==> src/rtl/mem_arbiter_pkg.sv <==
// Shared types and default widths for the memory arbiter.
//   arb_state_t : arbiter FSM states
//   requester_t : identifies the two requesters (cpu, dma)
package mem_arbiter_pkg;

    localparam int unsigned MEM_ADDR_W = 5;
    localparam int unsigned MEM_DATA_W = 8;

    typedef enum logic [1:0] {
        IDLE,
        ACCESS,
        RESP
    } arb_state_t;

    typedef enum logic {
        REQ_CPU,
        REQ_DMA
    } requester_t;

endpackage

==> src/rtl/mem_arbiter_if.sv <==
// Request/acknowledge bundle for one memory requester.
//   req   : access request, held until ack
//   wr    : 1 = write, 0 = read
//   addr  : memory address
//   wdata : write data
//   ack   : one-cycle completion pulse
// modport master: requester side; modport slave: arbiter side.
interface mem_arbiter_if
    import mem_arbiter_pkg::*;
#(
    parameter int unsigned ADDR_W = MEM_ADDR_W,
    parameter int unsigned DATA_W = MEM_DATA_W
);

    logic              req;
    logic              wr;
    logic [ADDR_W-1:0] addr;
    logic [DATA_W-1:0] wdata;
    logic              ack;

    modport master (output req, output wr, output addr, output wdata, input ack);
    modport slave  (input req, input wr, input addr, input wdata, output ack);

endinterface

==> src/rtl/mem_arbiter.sv <==
// Two-requester arbiter in front of a single synchronous memory.
//   clk, rst_  : clock, synchronous active-low reset
//   cpu, dma   : requester handshakes (requester 0 and 1)
//   rdata      : read data, valid in the ack cycle
//   mem_rd/wr  : memory strobes, one-hot, high only in ACCESS
//   mem_addr   : memory address (holds between accesses)
//   mem_wdata  : memory write data (holds between accesses)
//   mem_rdata  : memory read data, valid one clk after mem_rd
//   busy       : high whenever the FSM is not IDLE
// RR_MODE = 0: cpu priority with a dma starvation guard (MAX_WAIT, 1..15).
// RR_MODE = 1: round-robin between the two requesters.
module mem_arbiter
    import mem_arbiter_pkg::*;
#(
    parameter int unsigned ADDR_W   = MEM_ADDR_W,
    parameter int unsigned DATA_W   = MEM_DATA_W,
    parameter int unsigned RR_MODE  = 0,
    parameter int unsigned MAX_WAIT = 8
) (
    input  logic              clk,
    input  logic              rst_,
    mem_arbiter_if.slave      cpu,
    mem_arbiter_if.slave      dma,
    output logic [DATA_W-1:0] rdata,
    output logic              mem_rd,
    output logic              mem_wr,
    output logic [ADDR_W-1:0] mem_addr,
    output logic [DATA_W-1:0] mem_wdata,
    input  logic [DATA_W-1:0] mem_rdata,
    output logic              busy
);

    localparam int unsigned WAIT_W = 4;

    arb_state_t        state_q, state_d;
    requester_t        win_q, win_d;
    requester_t        last_gnt_q, last_gnt_d;
    logic              wr_q, wr_d;
    logic [WAIT_W-1:0] wait_cnt_q, wait_d;
    logic              mem_rd_q, mem_rd_d;
    logic              mem_wr_q, mem_wr_d;
    logic [ADDR_W-1:0] mem_addr_q, mem_addr_d;
    logic [DATA_W-1:0] mem_wdata_q, mem_wdata_d;
    logic              cpu_ack_q, cpu_ack_d;
    logic              dma_ack_q, dma_ack_d;
    logic [DATA_W-1:0] rdata_q, rdata_d;
    logic              busy_q, busy_d;
    logic              any_req;
    logic              grant_dma;
    logic              dma_owns;

    // State and output registers
    always_ff @(posedge clk) begin
        if (!rst_) begin
            state_q     <= IDLE;
            win_q       <= REQ_CPU;
            last_gnt_q  <= REQ_DMA;
            wr_q        <= 1'b0;
            wait_cnt_q  <= '0;
            mem_rd_q    <= 1'b0;
            mem_wr_q    <= 1'b0;
            mem_addr_q  <= '0;
            mem_wdata_q <= '0;
            cpu_ack_q   <= 1'b0;
            dma_ack_q   <= 1'b0;
            rdata_q     <= '0;
            busy_q      <= 1'b0;
        end else begin
            state_q     <= state_d;
            win_q       <= win_d;
            last_gnt_q  <= last_gnt_d;
            wr_q        <= wr_d;
            wait_cnt_q  <= wait_d;
            mem_rd_q    <= mem_rd_d;
            mem_wr_q    <= mem_wr_d;
            mem_addr_q  <= mem_addr_d;
            mem_wdata_q <= mem_wdata_d;
            cpu_ack_q   <= cpu_ack_d;
            dma_ack_q   <= dma_ack_d;
            rdata_q     <= rdata_d;
            busy_q      <= busy_d;
        end
    end

    // Next-state, arbitration and next-output logic
    always_comb begin
        state_d     = state_q;
        win_d       = win_q;
        last_gnt_d  = last_gnt_q;
        wr_d        = wr_q;
        wait_d      = wait_cnt_q;
        mem_rd_d    = 1'b0;
        mem_wr_d    = 1'b0;
        mem_addr_d  = mem_addr_q;
        mem_wdata_d = mem_wdata_q;
        cpu_ack_d   = 1'b0;
        dma_ack_d   = 1'b0;
        rdata_d     = rdata_q;
        grant_dma   = 1'b0;
        any_req     = cpu.req | dma.req;
        dma_owns    = (state_q != IDLE) && (win_q == REQ_DMA);

        case (state_q)
            IDLE: begin
                if (any_req) begin
                    if (!cpu.req) begin
                        grant_dma = 1'b1;
                    end else if (!dma.req) begin
                        grant_dma = 1'b0;
                    end else if (RR_MODE != 0) begin
                        grant_dma = (last_gnt_q == REQ_CPU);
                    end else begin
                        grant_dma = (wait_cnt_q == WAIT_W'(MAX_WAIT));
                    end
                    // The memory-side address/data registers double as the latch
                    win_d       = grant_dma ? REQ_DMA : REQ_CPU;
                    last_gnt_d  = win_d;
                    wr_d        = grant_dma ? dma.wr : cpu.wr;
                    mem_addr_d  = grant_dma ? dma.addr : cpu.addr;
                    mem_wdata_d = grant_dma ? dma.wdata : cpu.wdata;
                    mem_rd_d    = ~wr_d;
                    mem_wr_d    = wr_d;
                    state_d     = ACCESS;
                end
            end
            ACCESS: begin
                cpu_ack_d = (win_q == REQ_CPU);
                dma_ack_d = (win_q == REQ_DMA);
                state_d   = RESP;
            end
            RESP: begin
                if (!wr_q) begin
                    rdata_d = mem_rdata;
                end
                state_d = IDLE;
            end
            default: begin
                state_d = IDLE;
            end
        endcase

        // Starvation guard: count cycles dma waits, clear when it is latched
        if (RR_MODE == 0) begin
            if ((state_q == IDLE) && any_req && grant_dma) begin
                wait_d = '0;
            end else if (dma.req && !dma_owns && (wait_cnt_q != WAIT_W'(MAX_WAIT))) begin
                wait_d = wait_cnt_q + WAIT_W'(1);
            end
        end

        busy_d = (state_d != IDLE);
    end

    assign cpu.ack   = cpu_ack_q;
    assign dma.ack   = dma_ack_q;
    assign mem_rd    = mem_rd_q;
    assign mem_wr    = mem_wr_q;
    assign mem_addr  = mem_addr_q;
    assign mem_wdata = mem_wdata_q;
    assign busy      = busy_q;

    // Memory data arrives in the RESP cycle, so it is forwarded there and held afterwards
    assign rdata = ((state_q == RESP) && !wr_q) ? mem_rdata : rdata_q;

endmodule

==> src/flat_wrapper.sv <==
// flat-port wrapper written by rule: the top's interface ports become plain ports
module mem_arbiter_flat import mem_arbiter_pkg::*;
#(
    parameter int unsigned ADDR_W   = MEM_ADDR_W,
    parameter int unsigned DATA_W   = MEM_DATA_W,
    parameter int unsigned RR_MODE  = 0,
    parameter int unsigned MAX_WAIT = 8
)
  (clk, rst_, rdata, mem_rd, mem_wr, mem_addr, mem_wdata, mem_rdata, busy, cpu_req, cpu_wr, cpu_addr, cpu_wdata, cpu_ack, dma_req, dma_wr, dma_addr, dma_wdata, dma_ack);
  mem_arbiter_if #(.ADDR_W(ADDR_W), .DATA_W(DATA_W)) cpu_i ();
  mem_arbiter_if #(.ADDR_W(ADDR_W), .DATA_W(DATA_W)) dma_i ();
  input  logic clk;
  input  logic rst_;
  output logic [DATA_W-1:0] rdata;
  output logic mem_rd;
  output logic mem_wr;
  output logic [ADDR_W-1:0] mem_addr;
  output logic [DATA_W-1:0] mem_wdata;
  input  logic [DATA_W-1:0] mem_rdata;
  output logic busy;
  input wire logic [$bits(cpu_i.req)-1:0] cpu_req;
  input wire logic [$bits(cpu_i.wr)-1:0] cpu_wr;
  input wire logic [$bits(cpu_i.addr)-1:0] cpu_addr;
  input wire logic [$bits(cpu_i.wdata)-1:0] cpu_wdata;
  output wire logic [$bits(cpu_i.ack)-1:0] cpu_ack;
  input wire logic [$bits(dma_i.req)-1:0] dma_req;
  input wire logic [$bits(dma_i.wr)-1:0] dma_wr;
  input wire logic [$bits(dma_i.addr)-1:0] dma_addr;
  input wire logic [$bits(dma_i.wdata)-1:0] dma_wdata;
  output wire logic [$bits(dma_i.ack)-1:0] dma_ack;
  assign cpu_i.req = cpu_req;
  assign cpu_i.wr = cpu_wr;
  assign cpu_i.addr = cpu_addr;
  assign cpu_i.wdata = cpu_wdata;
  assign cpu_ack = cpu_i.ack;
  assign dma_i.req = dma_req;
  assign dma_i.wr = dma_wr;
  assign dma_i.addr = dma_addr;
  assign dma_i.wdata = dma_wdata;
  assign dma_ack = dma_i.ack;
  mem_arbiter #(.ADDR_W(ADDR_W), .DATA_W(DATA_W), .RR_MODE(RR_MODE), .MAX_WAIT(MAX_WAIT)) u_core (.clk(clk), .rst_(rst_), .cpu(cpu_i), .dma(dma_i), .rdata(rdata), .mem_rd(mem_rd), .mem_wr(mem_wr), .mem_addr(mem_addr), .mem_wdata(mem_wdata), .mem_rdata(mem_rdata), .busy(busy));
endmodule
==> config.mk <==
export PLATFORM = sky130hd
export DESIGN_NAME = mem_arbiter_flat
export DESIGN_NICKNAME = d
export VERILOG_FILES = /design/src/rtl/mem_arbiter_pkg.sv /design/src/rtl/mem_arbiter_if.sv /design/src/rtl/mem_arbiter.sv /design/src/flat_wrapper.sv
export SDC_FILE = /design/constraint.sdc
export NUM_CORES = 1
export LEC_CHECK = 0
export ABC_AREA = 1
export CAP_MARGIN = 10
export CORE_ASPECT_RATIO = 1.5
export CORE_MARGIN = 3
export CORE_UTILIZATION = 46
export DETAILED_ROUTE_END_ITERATION = 6
export PLACE_DENSITY = 0.88
export SKIP_LAST_GASP = 1
export SYNTH_ARGS = -nofsm -noshare
export SYNTH_HDL_FRONTEND = slang
export SYNTH_SLANG_ARGS = --single-unit
==> constraint.sdc <==
create_clock -name clk -period 2.1 [get_ports clk]
set_clock_uncertainty 0.15 [all_clocks]
set_input_delay 0.21 -clock clk [delete_from_list [all_inputs] [get_ports clk]]
set_output_delay 0.21 -clock clk [all_outputs]
set_load 0.01 [all_outputs]
# Word level (Yosys, flattened, before mapping)
# Cells that the tools add are included.
# Widths: inputs -> output; s select.
# totals
reg_bits	34
latch_bits	0
mem_bits_rw	0
rom_bits	0
input_bits	40
output_inout_bits	26
wordCells	51
n_memories	0
# op_classes
addsub	1
mul	0
div_mod_pow	0
order_cmp	0
eq_ne	4
shifts	0
n_mux	13
n_bitwise	5
reduce_logical	16
# ops
operator	n
$mux 8	2
$mux 1	8
$logic_and 1x1->1	6
$reduce_and 2->1	3
$mux 5	1
$add 4x1->4 const B	1
$eq 4x4->1 const B	1
$ne 4x4->1 const B	1
$not 1->1	4
$pmux 2 s2	1
$reduce_bool 2->1	2
$reduce_and 3->1	1
$eq 2x1->1 const B	1
$eq 2x2->1 const B	1
$logic_not 1->1	2
$logic_not 2->1	1
$mux 2	1
$reduce_or 2->1	1
$or 1x1->1	1

# Logic depth before layout (Yosys ltp)
# depth
depth_word	9
depth_mapped	8
ltp_nobuf	8

# Worst setup path after synthesis
# OpenSTA, ideal clock, no wires.
# synth_timing
path_type	register to register
from	register u_core.wait_cnt_q[0]
to	register u_core.wr_q
setup_time_ns	0.115
t_arrival_ns	1.169
required_time_ns	1.835
path_slack_ns	0.666
stages_incl_launch_ff	8
path_buffers	1
synth_period_minus_slack_ns	1.434
cell_sequence	dfxtp_1 > inv_1 > ha_1 > nand4_4 > buf_6 > nand3b_1 > nand3_1 > nand2_1
# synth_via
elab_chain_len	6
# synth_rtl
element	line_no	source
start: declaration	mem_arbiter.sv:39	logic [WAIT_W-1:0] wait_cnt_q, wait_d;
start signal: assignment	mem_arbiter.sv:73	wait_cnt_q <= wait_d;
$eq 4x4->1	mem_arbiter.sv:113	grant_dma = (wait_cnt_q == WAIT_W'(MAX_WAIT));
$mux 1	mem_arbiter.sv:108	end else if (!dma.req) begin
$mux 1	mem_arbiter.sv:106	if (!cpu.req) begin
$mux 1	mem_arbiter.sv:105	if (any_req) begin
$mux 1	mem_arbiter.sv:103	case (state_q)
$mux 1	mem_arbiter.sv:118	wr_d = grant_dma ? dma.wr : cpu.wr;
end signal: assignment	mem_arbiter.sv:72	wr_q <= wr_d;
end: declaration	mem_arbiter.sv:38	logic wr_q, wr_d;
# No other way between the ends. The select of a mux whose other input is x is not followed.
# A chain may end at the register's enable or synchronous reset.

# Final worst setup path
# layout_timing
from	register u_core.wr_q
to	output rdata[2]
# layout_via
elab_chain_len	3
# layout_rtl
element	line_no	source
$logic_not 1->1	--	
$logic_and 1x1->1	mem_arbiter.sv:163	assign rdata = ((state_q == RESP) && !wr_q) ? mem_rdata : rdata_q;
$mux 8	mem_arbiter.sv:163	
end: declaration	flat_wrapper.sv:14	output logic [DATA_W-1:0] rdata;
# No other way between the ends.

==> flow_summary.ini <==
[min_path]
hold_class = reg2reg
min_path_cells = 1

[detailed_routing]
highest_layer = met4
wl_microns = 3674
wl_met1_microns = 1408
vias_per_cell = 4.757
wl_per_cell_microns = 10.65
met3_length_microns = 386
num_vias = 1641
dr.pass1.iters = 4
drc = 0
drt.antenna.violating_nets = 0
wl_met2_microns = 1832
first_iter_violations = 33

[outcome]
status = finished clean

[placement]
place_hpwl_microns = 2764
numPortBuffers = 65
dp.cells = 337
gp_congestion = 0.8066

[clock_tree]
clock_sinks = 34
cts_max_level = 2
clock_path_buffers = 2
cts_buffers = 5
cts_setup_buffers = 0
clock-root-buffer = clkbuf_8
cts_tree = built
postCtsHoldBufs = 0
clk_latency_ns = 0.28
clkTransAtPathRegs_ns = 0.07

[synth]
yosys_most_used_dff = dfxtp_1
synth_area_leaders = dfxtp_1, inv_1, nand2_1, nor2_1, o21ai_0
netlist_area_sq_um = 1602
avgSynthCellArea_sq_um = 6.729
netlist.area_leader.share_pct = 42.50
ys_async_sr_fraction_pct = 0
synth_edf_count = 0
synth_largest_area_cell = dfxtp_1
seq_area_frac_synth_pct = 42.50
ys_top_cells_by_count = inv_1, nand2_1, nor2_1, dfxtp_1, o21ai_0
yosys_warnings = 0
synth_fp_nets = 280
synth_cell_type_count = 21
synth_most_common_cell = inv_1
ys_ff_latch = 34
synth_cells = 238

[sta]
slew_headroom_pct = 69.84
tns_ns = 0
setup_violations = 0
worstMarginPinSlew_ns = 0.4477
fin_crit_ns = 1.987
drv_slew = 0
finalCritPeriodShare_pct = 94.63
max_freq_mhz = 503.2
rsz0062_at_grt = no
hold_viol = 0

[power]
p_leak_nw = 1.164
seq_power_share_pct = 45.2
power.share.combinational_pct = 24.0
p_clk_share_pct = 30.7
irDropWorstVdd_uv = 634.2
switching_share_pct = 27.03
p_per_area_nw_per_um2 = 673.2
p_int_mw = 1.173
p_switching_uw = 434.5
power_mw = 1.607

[global_routing]
grt.total_usage_pct = 20.10
antenna_found_initial = 0
grt_overflow = 0
grt_max_degree = 29
grt_pass1_wl_microns = 6382
first_global_vias = 1565

[floorplan]
die_w_microns = 54.18
io-pin-count = 66
fp.dieArea_sq_um = 4240
core_sq_um = 3253
rows = 25
die_h_microns = 78.27
initial_core_util_pct = 49.23

[critical_path]
cp_max_fo = 16
crit_type = reg2out
critPathLaunchType = flip-flop
reg2reg_depth = 8
critPathArrivalTime_ns = 1.63
setup.worst_path.end_class = output port
critPathRequiredTime_ns = 1.74

[finish]
drive_gt1_share_pct = 5.574
antenna_cells = 0
area_delta_synth_final_pct = 49.06
fin_util_pct = 73.38
fin_cells = 345
final_nets = 346

[job]
drv_cap = 0
[cell usage in the layout, fill, tap and decap left out]
| cell type | n |
|---|---|
| a21oi_1 | 18 |
| buf_12 | 1 |
| buf_4 | 3 |
| clkbuf_8 | 6 |
| clkdlybuf4s50_1 | 65 |
| clkinv_2 | 1 |
| clkinvlp_4 | 1 |
| dfxtp_1 | 34 |
| ha_1 | 2 |
| inv_1 | 43 |
| inv_2 | 1 |
| nand2_1 | 41 |
| nand2_4 | 1 |
| nand3_1 | 18 |
| nand3b_1 | 1 |
| nand4_1 | 3 |
| nand4_4 | 1 |
| nor2_1 | 39 |
| nor2_2 | 1 |
| nor3_1 | 1 |
| o21ai_0 | 11 |
| o21ai_1 | 11 |
| o21ai_2 | 1 |
| xor2_1 | 1 |
[sequential cells by signal (all words and copies together) (netlist names)]
register	flops
u_core.busy	1
u_core.dma.ack	1
u_core.mem_addr	5
u_core.mem_wdata	8
u_core.win_q	1
u_core.wait_cnt_q	4
u_core.state_q	2
u_core.mem_rd	1
u_core.wr_q	1
u_core.rdata_q	8
u_core.mem_wr	1
u_core.cpu.ack	1
[timing repair]
item,CTS,global route
endpoints found under the setup margin,8,8
gates cloned,0,0
resized for setup,8,3
[logic make-up after synthesis]
kind of cell,count (synthesis),synth area share (%)
and+or+nand+nor,106,28.12
buffers and inverters,54,14.22
AOI/OAI and AO/OA,41,13.05
DFF,34,42.50
adders and majority gates,2,1.562
xor gates and xnor gates,1,0.5470
[critical path, cell delays in order, from the launching register on]
cell and delay, ns:
dfxtp_1 0.33, nor2_2 0.15, nand2_4 0.13, nand2_1 0.09
o21ai_1 0.08, inv_1 0.06, clkdlybuf4s50_1 0.52
[path summary, 6_finish.rpt]
kind	slack, ns	from	to
max	0.11	u_core.wr_q$_SDFFE_PN0P_	rdata[2]
max reg2reg	0.44	u_core.wait_cnt_q[0]$_SDFFE_PP0P_	u_core.wait_cnt_q[2]$_SDFFE_PP0P_
min reg2reg	0.33	u_core.win_q$_SDFFE_PN0P_	u_core.cpu.ack$_SDFF_PN0_
min	0.33	u_core.win_q$_SDFFE_PN0P_	u_core.cpu.ack$_SDFF_PN0_
[area by class of cell]
cell class	instances	area [sq um]
timing repair buffer	69	693.2
multi-input combinational	150	703.2
fill	265	865.8
inverter	44	165.2
clock inverter	2	12.51
sequential	34	680.7
clock buffer	6	82.58
tap	40	50.05
[layer usage]
layer	vias up	track usage, %
met2	65	33.69
li1	869	-
met3	6	8.539
met4	0	8.479
met1	701	20.98
met5	-	0
[per-stage QoR]
step	setup slack (ns)	hold WS, ns	instance area [sq um]
finish	0.1128	0.3271	2387
global route	0.01805	0.3665	2387
CTS	0.02045	0.3251	2380
detailed placement	0.2286	0.3045	2282
global placement	0.2365	0.3063	2282
floorplan	0.6658	0.2018	1602
[power by group through the flow]
stage	Sequential, mW	Combinational [mW]	Clock [mW]
5_1_grt	0.733	0.429	0.538
6_report	0.727	0.386	0.494
4_1_cts	0.726	0.388	0.505
2_1_floorplan	0.751	0.164	0
3_5_place_dp	0.739	0.383	0
3_3_place_gp	0.738	0.375	0
(Power assumes the default switching activity.)
